<file path="config.mk">
export PLATFORM = sky130hd
export DESIGN_NAME = pixel_row_scan
export DESIGN_NICKNAME = d
export VERILOG_FILES = /design/src/rtl/pixel_row_scan.sv
export SDC_FILE = /design/constraint.sdc
export NUM_CORES = 1
export LEC_CHECK = 0
export ABC_AREA = 1
export CORE_UTILIZATION = 44
export CTS_CLUSTER_SIZE = 20
export DETAILED_ROUTE_END_ITERATION = 8
export PLACE_DENSITY = 0.75
export SLEW_MARGIN = 20
export SYNTH_ARGS = -nofsm -noshare
export SYNTH_HDL_FRONTEND = slang
export SYNTH_SLANG_ARGS = --single-unit
</file>
<file path="constraint.sdc">
create_clock -name clock -period 1.4 [get_ports clock]
set_clock_uncertainty 0.05 [all_clocks]
set_input_delay 0.28 -clock clock [delete_from_list [all_inputs] [get_ports clock]]
set_output_delay 0.28 -clock clock [all_outputs]
set_load 0.01 [all_outputs]
</file>
<file path="src/rtl/pixel_row_scan.sv">
// Scans a playfield bottom-up through a frame-buffer read port looking for a completely filled row.
// Optional FULL_COUNT_EN: keep scanning past full rows and report how many were found on full_count.
module pixel_row_scan #(
   parameter int COLS = 10,
   parameter int ROWS = 20,
   parameter int CELL = 4,
   parameter int X0   = 0,
   parameter int Y0   = 0
) (
   input  logic       clock,
   input  logic       reset,
   input  logic       go,
   output logic [6:0] rd_x,
   output logic [6:0] rd_y,
   output logic       rd_en,
   input  logic [2:0] rd_colour,
   output logic       busy,
   output logic       done,
   output logic       full_found,
   output logic [4:0] full_row,
`ifdef FULL_COUNT_EN
   output logic [6:0] full_y,
   output logic [4:0] full_count
`else
   output logic [6:0] full_y
`endif
);

   typedef enum logic [1:0] {IDLE, READ, WAIT, DONE} scanState_t;

   scanState_t r_state;
   scanState_t w_nextState;
   logic [4:0] r_row;
   logic [4:0] r_col;
   logic [4:0] w_nextRow;
   logic [4:0] w_nextCol;
   logic       w_setFull;
   logic       w_clearFull;
   logic [6:0] r_rdX;
   logic [6:0] r_rdY;
   logic       r_fullFound;
   logic [4:0] r_fullRow;
   logic [6:0] r_fullY;
`ifdef FULL_COUNT_EN
   logic [4:0] r_fullCount;
`endif

   always_ff @(posedge clock or posedge reset) begin
      if (reset) begin
         r_state <= IDLE;
      end else begin
         r_state <= w_nextState;
      end
   end

   always_comb begin
      w_nextState = r_state;
      w_nextRow   = r_row;
      w_nextCol   = r_col;
      w_setFull   = 1'b0;
      w_clearFull = 1'b0;
      case (r_state)
         IDLE: begin
            if (go) begin
               w_nextRow   = 5'(ROWS - 1);
               w_nextCol   = 5'd0;
               w_clearFull = 1'b1;
               w_nextState = READ;
            end
         end
         READ: w_nextState = WAIT;
         WAIT: begin
            if (rd_colour != 3'b000) begin
               if (r_col != 5'(COLS - 1)) begin
                  w_nextCol   = r_col + 5'd1;
                  w_nextState = READ;
               end else begin
                  w_setFull = 1'b1;
`ifdef FULL_COUNT_EN
                  if (r_row != 5'd0) begin
                     w_nextRow   = r_row - 5'd1;
                     w_nextCol   = 5'd0;
                     w_nextState = READ;
                  end else begin
                     w_nextState = DONE;
                  end
`else
                  w_nextState = DONE;
`endif
               end
            end else if (r_row != 5'd0) begin
               w_nextRow   = r_row - 5'd1;
               w_nextCol   = 5'd0;
               w_nextState = READ;
            end else begin
               w_nextState = DONE;
            end
         end
         DONE: w_nextState = IDLE;
         default: w_nextState = IDLE;
      endcase
   end

   // Addresses are computed on entry to READ so they are stable for the whole read cycle and held afterwards.
   always_ff @(posedge clock or posedge reset) begin
      if (reset) begin
         r_row       <= 5'd0;
         r_col       <= 5'd0;
         r_rdX       <= 7'd0;
         r_rdY       <= 7'd0;
         r_fullFound <= 1'b0;
         r_fullRow   <= 5'd0;
         r_fullY     <= 7'd0;
`ifdef FULL_COUNT_EN
         r_fullCount <= 5'd0;
`endif
      end else begin
         r_row <= w_nextRow;
         r_col <= w_nextCol;
         if (w_nextState == READ) begin
            r_rdX <= 7'(X0) + 7'(w_nextCol) * 7'(CELL);
            r_rdY <= 7'(Y0) + 7'(w_nextRow) * 7'(CELL);
         end
         if (w_clearFull) begin
            r_fullFound <= 1'b0;
            r_fullRow   <= 5'd0;
            r_fullY     <= 7'd0;
`ifdef FULL_COUNT_EN
            r_fullCount <= 5'd0;
`endif
         end else if (w_setFull) begin
            // Scanning runs bottom-up, so the first full row seen is the bottom-most one.
            if (!r_fullFound) begin
               r_fullFound <= 1'b1;
               r_fullRow   <= r_row;
               r_fullY     <= 7'(Y0) + 7'(r_row) * 7'(CELL);
            end
`ifdef FULL_COUNT_EN
            r_fullCount <= r_fullCount + 5'd1;
`endif
         end
      end
   end

   assign rd_x       = r_rdX;
   assign rd_y       = r_rdY;
   assign rd_en      = (r_state == READ);
   assign busy       = (r_state != IDLE);
   assign done       = (r_state == DONE);
   assign full_found = r_fullFound;
   assign full_row   = r_fullRow;
   assign full_y     = r_fullY;
`ifdef FULL_COUNT_EN
   assign full_count = r_fullCount;
`endif

endmodule

</file>
# After elaboration in Yosys (flattened, before gate mapping)
# Index checks and enable logic that the tools add are counted.
[word_totals]
ff_bits = 35
mem_bits_rw = 0
mem_bits_ro = 0
latch_bits = 0
output_inout_bits = 30
mem_count = 0
word_cells = 49
[op_classes]
n_reduce_logical = 6
magnitude_cmp = 0
n_mux = 27
eq_ne = 6
add_sub_neg = 2
n_mul = 0
div_mod_pow = 0
bitwise_logic = 0
n_shift = 0
[ops]
columns = ["op", "n"]
rows = [
  ["2-to-1 mux 5 bit", 10],
  ["2-to-1 mux 7 bit", 3],
  ["one-hot mux 5 bit (2 select lines)", 2],
  ["2-to-1 mux 2 bit", 4],
  ["one-hot mux 2 bit (4 select lines)", 1],
  ["2-to-1 mux 1 bit", 7],
  ["adder 5 x 1 -> 5 bit, second input constant", 1],
  ["!= test 5 x 4 -> 1 bit, second input constant", 1],
  ["nonzero test 5 bit", 1],
  ["subtractor 5 x 1 -> 5 bit, second input constant", 1],
  ["== test 2 x 1 -> 1 bit, second input constant", 2],
  ["== test 2 bit, second input constant", 2],
  ["nonzero test 2 bit", 2],
  ["nonzero test 3 bit", 1],
  ["zero test 2 bit", 1],
  ["!= test 2 bit, second input constant", 1],
  ["AND reduction 2 bit", 1],
]

# Depth between registers and ports, before layout
# Gate-level depths: netlist of run 1.
[depth]
word_depth = 6
ltp_mapped = 10

# Worst setup path after synthesis of run 1
# Ideal clock, no wire load.
[synth_timing]
path_type = "register -> register"
from = "reg r_row[0]"
to = "reg r_rdX[6], in the netlist rd_x[6]"
slack_ns = -0.022
arrival_time_ns = 1.298
synth_period_minus_slack_ns = 1.422
path_stages_with_launch = 10
n_path_buf = 1
setup_time_ns = 0.074
path_cell_list = "dfrtp_1 > inv_1 > ha_1 > nand3_4 > nand2_4 > nand3_4 > nand2_4 > buf_12 > nand2_2 > o21ai_2"
[synth_between]
elab_chain_cells = 5
[synth_rtl]
columns = ["element", "line", "text"]
rows = [
  ["start, declared", "33", "logic [4:0] r_row;"],
  ["start signal, assigned", "118", "r_row <= w_nextRow;"],
  ["nonzero test 5 bit *", "91", "end else if (r_row != 5'd0) begin"],
  ["2-to-1 mux 2 bit", "91", ""],
  ["2-to-1 mux 2 bit", "73", "if (rd_colour != 3'b000) begin"],
  ["one-hot mux 2 bit (4 select lines)", "62", "case (r_state)"],
  ["== test 2 x 1 -> 1 bit", "120", "if (w_nextState == READ) begin"],
  ["end signal, assigned", "121", "r_rdX <= 7'(X0) + 7'(w_nextCol) * 7'(CELL);"],
  ["end, declared", "39", "logic [6:0] r_rdX;"],
]
# Mark *: on every way between the ends. The rest lies on a longest branch, timed or not.
# A chain may end at the register's enable or synchronous reset.

# Worst setup path after layout of run 1
[layout_timing]
from = "reg r_state[0]"
to = "out busy"
[layout_between]
elab_chain_cells = 1
[layout_rtl]
columns = ["element", "line", "text"]
rows = [
  ["start, declared", "31", "scanState_t r_state;"],
  ["start signal, assigned", "52", "r_state <= w_nextState;"],
  ["nonzero test 2 bit", "148", "assign busy = (r_state != IDLE);"],
  ["end, declared", "17", "output logic busy,"],
]
# Every way passes these cells.

==> metrics, run 1 <==
fin util=78.0%; drt first-iter violations=35; status=complete, but fails checks; M1 WL=1.57 mm; Mapped Avg Cell Area=8.33 µm²; CP startpoint kind=flop; Ports=36; area grow syn2layout=69.2%; DP HPWL=2.41 mm; register area share after synthesis=45.2%; Placed Area=0.00206 mm²; most common cell in the netlist=nand2_1; largest area contributor in the netlist=dfrtp_1; register area=701 µm²; PnR worst setup slack=-0.0834 ns; maximum clock frequency=674 MHz; area of the die=0.00376 mm²; Post-synth EDFFs=0; ANT nets after route=0; Initial Utilization=46.1%; Sequential Power Share=27.2%; area share of the largest cell type after synthesis=45.2%; Worst path slowest cell=dfrtp_1; cell area after synthesis=0.00155 mm²; RSZ-0062 raised after global routing=true; Power, Total=4.47 mW; htree depth=1; clock power share=12.3%; combinational group share of total power=60.5%; switch share=38.7%; CTS buffer count=3; first-pass GRT wire length=6.11 mm; routability cong.=0.850; Total Routing Usage GR=22.9%; top cells by count, synth=nand2_1, dfrtp_1, inv_1; Core Area=0.00336 mm²; die width=61.4 µm; worst hold path class=primary input to async pin; dpl ws=-0.308 ns; Finished Layout Cells=319; Worst path max stage delay=0.42 ns; worst hold slack=0.184 ns; Int Power=2.74 mW; vias in the first global route=1417; Fin Setup TNS=-1.06 ns; design area=0.00262 mm²; CP cell instances=buf_6, nor2_4, inv_2, buf_6; row cnt=21; DRC=0; uppermost layer routed=met4; GRT overflow=0; largest net degree at the start of global routing=29; r2r startpoint=r_col[0]; WS Path Type=flop to output pin; Total Wirelength=4.08 mm; CP Launch Point=r_state[0]; number of port buffers=29; Vias=1535; asr flop ratio synth=100%; Sw Pwr=1.73 mW; vias per inst=4.81; CP endpoint kind=output pin; clock buffer depth=2; Max VDD drop=1.06 mV; Die Ht=61.4 µm; max cap viols=0; n_diodes=0; Lkg Pwr=1.35 nW; Filler Cell Count=246; antenna violations before repair=0; most used cell, CP=buf_6; CP max FO=2; CTS sink count=28; Max Slew Vio Count=0; CP Data Arrival Time=1.15 ns; Synth Register Bits=28; final setup vio count=19; Synth Instances=186; Yosys cell types=27; footprint of the multi-input gates=891 µm²; Fin. Hold Viols=0; share of layout cells above drive strength 1=52.4%; TritonRoute pass-1 iters=4; met3 WL=179 µm; crit path time final=1.48 ns; Synth area leaders=dfrtp_1, nand2_1, nand2_2; failing checks=setup timing; Most used DFF post-synth=dfrtp_1; required time worst endpoint=1.07 ns; root buffer cell=clkbuf_4; CTS tree=yes; placed insts=282; Synthesis Warnings=0; Clock Latency Late Sink=0.35 ns; drt wl/cell=12.8 µm; Cell Pwr Density=1710 mW/mm²; period utilisation layout=106%; # hold bufs at CTS=0; Detail Route met2 WL=2.17 mm; clock-pin transition on the worst setup and hold timing paths=0.16 ns; Layout Nets=283
-- power by group through the flow --
stage / combinational (mW) / clock, mW / sequential [mW]
floorplan: 0.844 / 0 / 1.31
CTS: 2.25 / 0.564 / 1.21
global placement: 1.72 / 0 / 1.23
detailed placement: 1.75 / 0 / 1.24
finish: 2.71 / 0.552 / 1.22
global route: 2.91 / 0.588 / 1.24
-- critical path: cells and delay by family (launching register included) --
family,cells,cell delay [ns]
flip-flops,1,0.42
buffers and inverters,3,0.30
AND/OR/NAND/NOR,1,0.09
-- what timing repair did --
item	CTS	global route
buffers inserted	22	11
pin swaps	26	20
gates resized for setup	88	51
endpoints found under the setup margin	40	44
-- area by class of cell --
type / count / share of cell area [%]
Inverter: 20 / 3.91
Timing Repair Buffer: 90 / 31.2
Tap cell: 46 / 2.19
Multi-Input combinational cell: 131 / 34.0
Clock inverter: 1 / 1.14
Sequential cell: 28 / 26.7
Clock buffer: 3 / 0.858
-- state kept, by name (all words and copies together), names as in the netlist --
| name | cells |
|---|---|
| r_col | 5 |
| rd_y | 5 |
| rd_x | 5 |
| full_found | 1 |
| r_state | 2 |
| full_y | 5 |
| r_row | 5 |
-- logic make-up after synthesis --
group           count (synthesis)  synth area share [%]
simple gates                  110                  35.6
xor+xnor                        1                 0.565
other cells                     1                 0.242
buf+inv                        32                  11.7
flops                          28                  45.2
fa+ha+maj                       3                  2.42
compound gates                 11                  4.28
-- worst paths after layout --
check	endpoint	slack, ns	cells past startpoint
setup / recovery	busy	-0.08	4
hold / removal	full_y[2]	0.18	3
setup reg to reg	rd_y[5]	-0.08	9
max in group asynchronous	rd_x[5]	0.95	3
min in group clock	full_y[6]	0.49	2
hold reg to reg	full_y[6]	0.49	2
-- per-layer routing --
metal	global-route usage [%]	vias to the layer above
li1	-	741
met1	24.4	730
met2	41.9	50
met3	3.99	14
met4	14.3	0
met5	0	-
-- cells in the final DEF, fill, tap and decap left out, types with 3 or more instances in the layout --
master / count
buf_12: 4
buf_2: 3
buf_4: 47
buf_6: 14
clkbuf_4: 3
clkdlybuf4s15_1: 15
clkdlybuf4s50_1: 5
conb_1: 6
dfrtp_1: 28
ha_4: 3
inv_1: 10
inv_2: 6
nand2_1: 42
nand2_2: 27
nand2_4: 6
nand3_1: 9
nand3_4: 3
nor2_1: 3
nor2_2: 4
nor2_4: 8
o21ai_0: 3
o21ai_2: 4
(Power assumes the default switching activity.)
==> inputs of run 2 (changes only) <==
- CAP_MARGIN: default -> 20
==> results of run 2 <==
The final DEF is identical to that of run 1; final timing and power are the same.
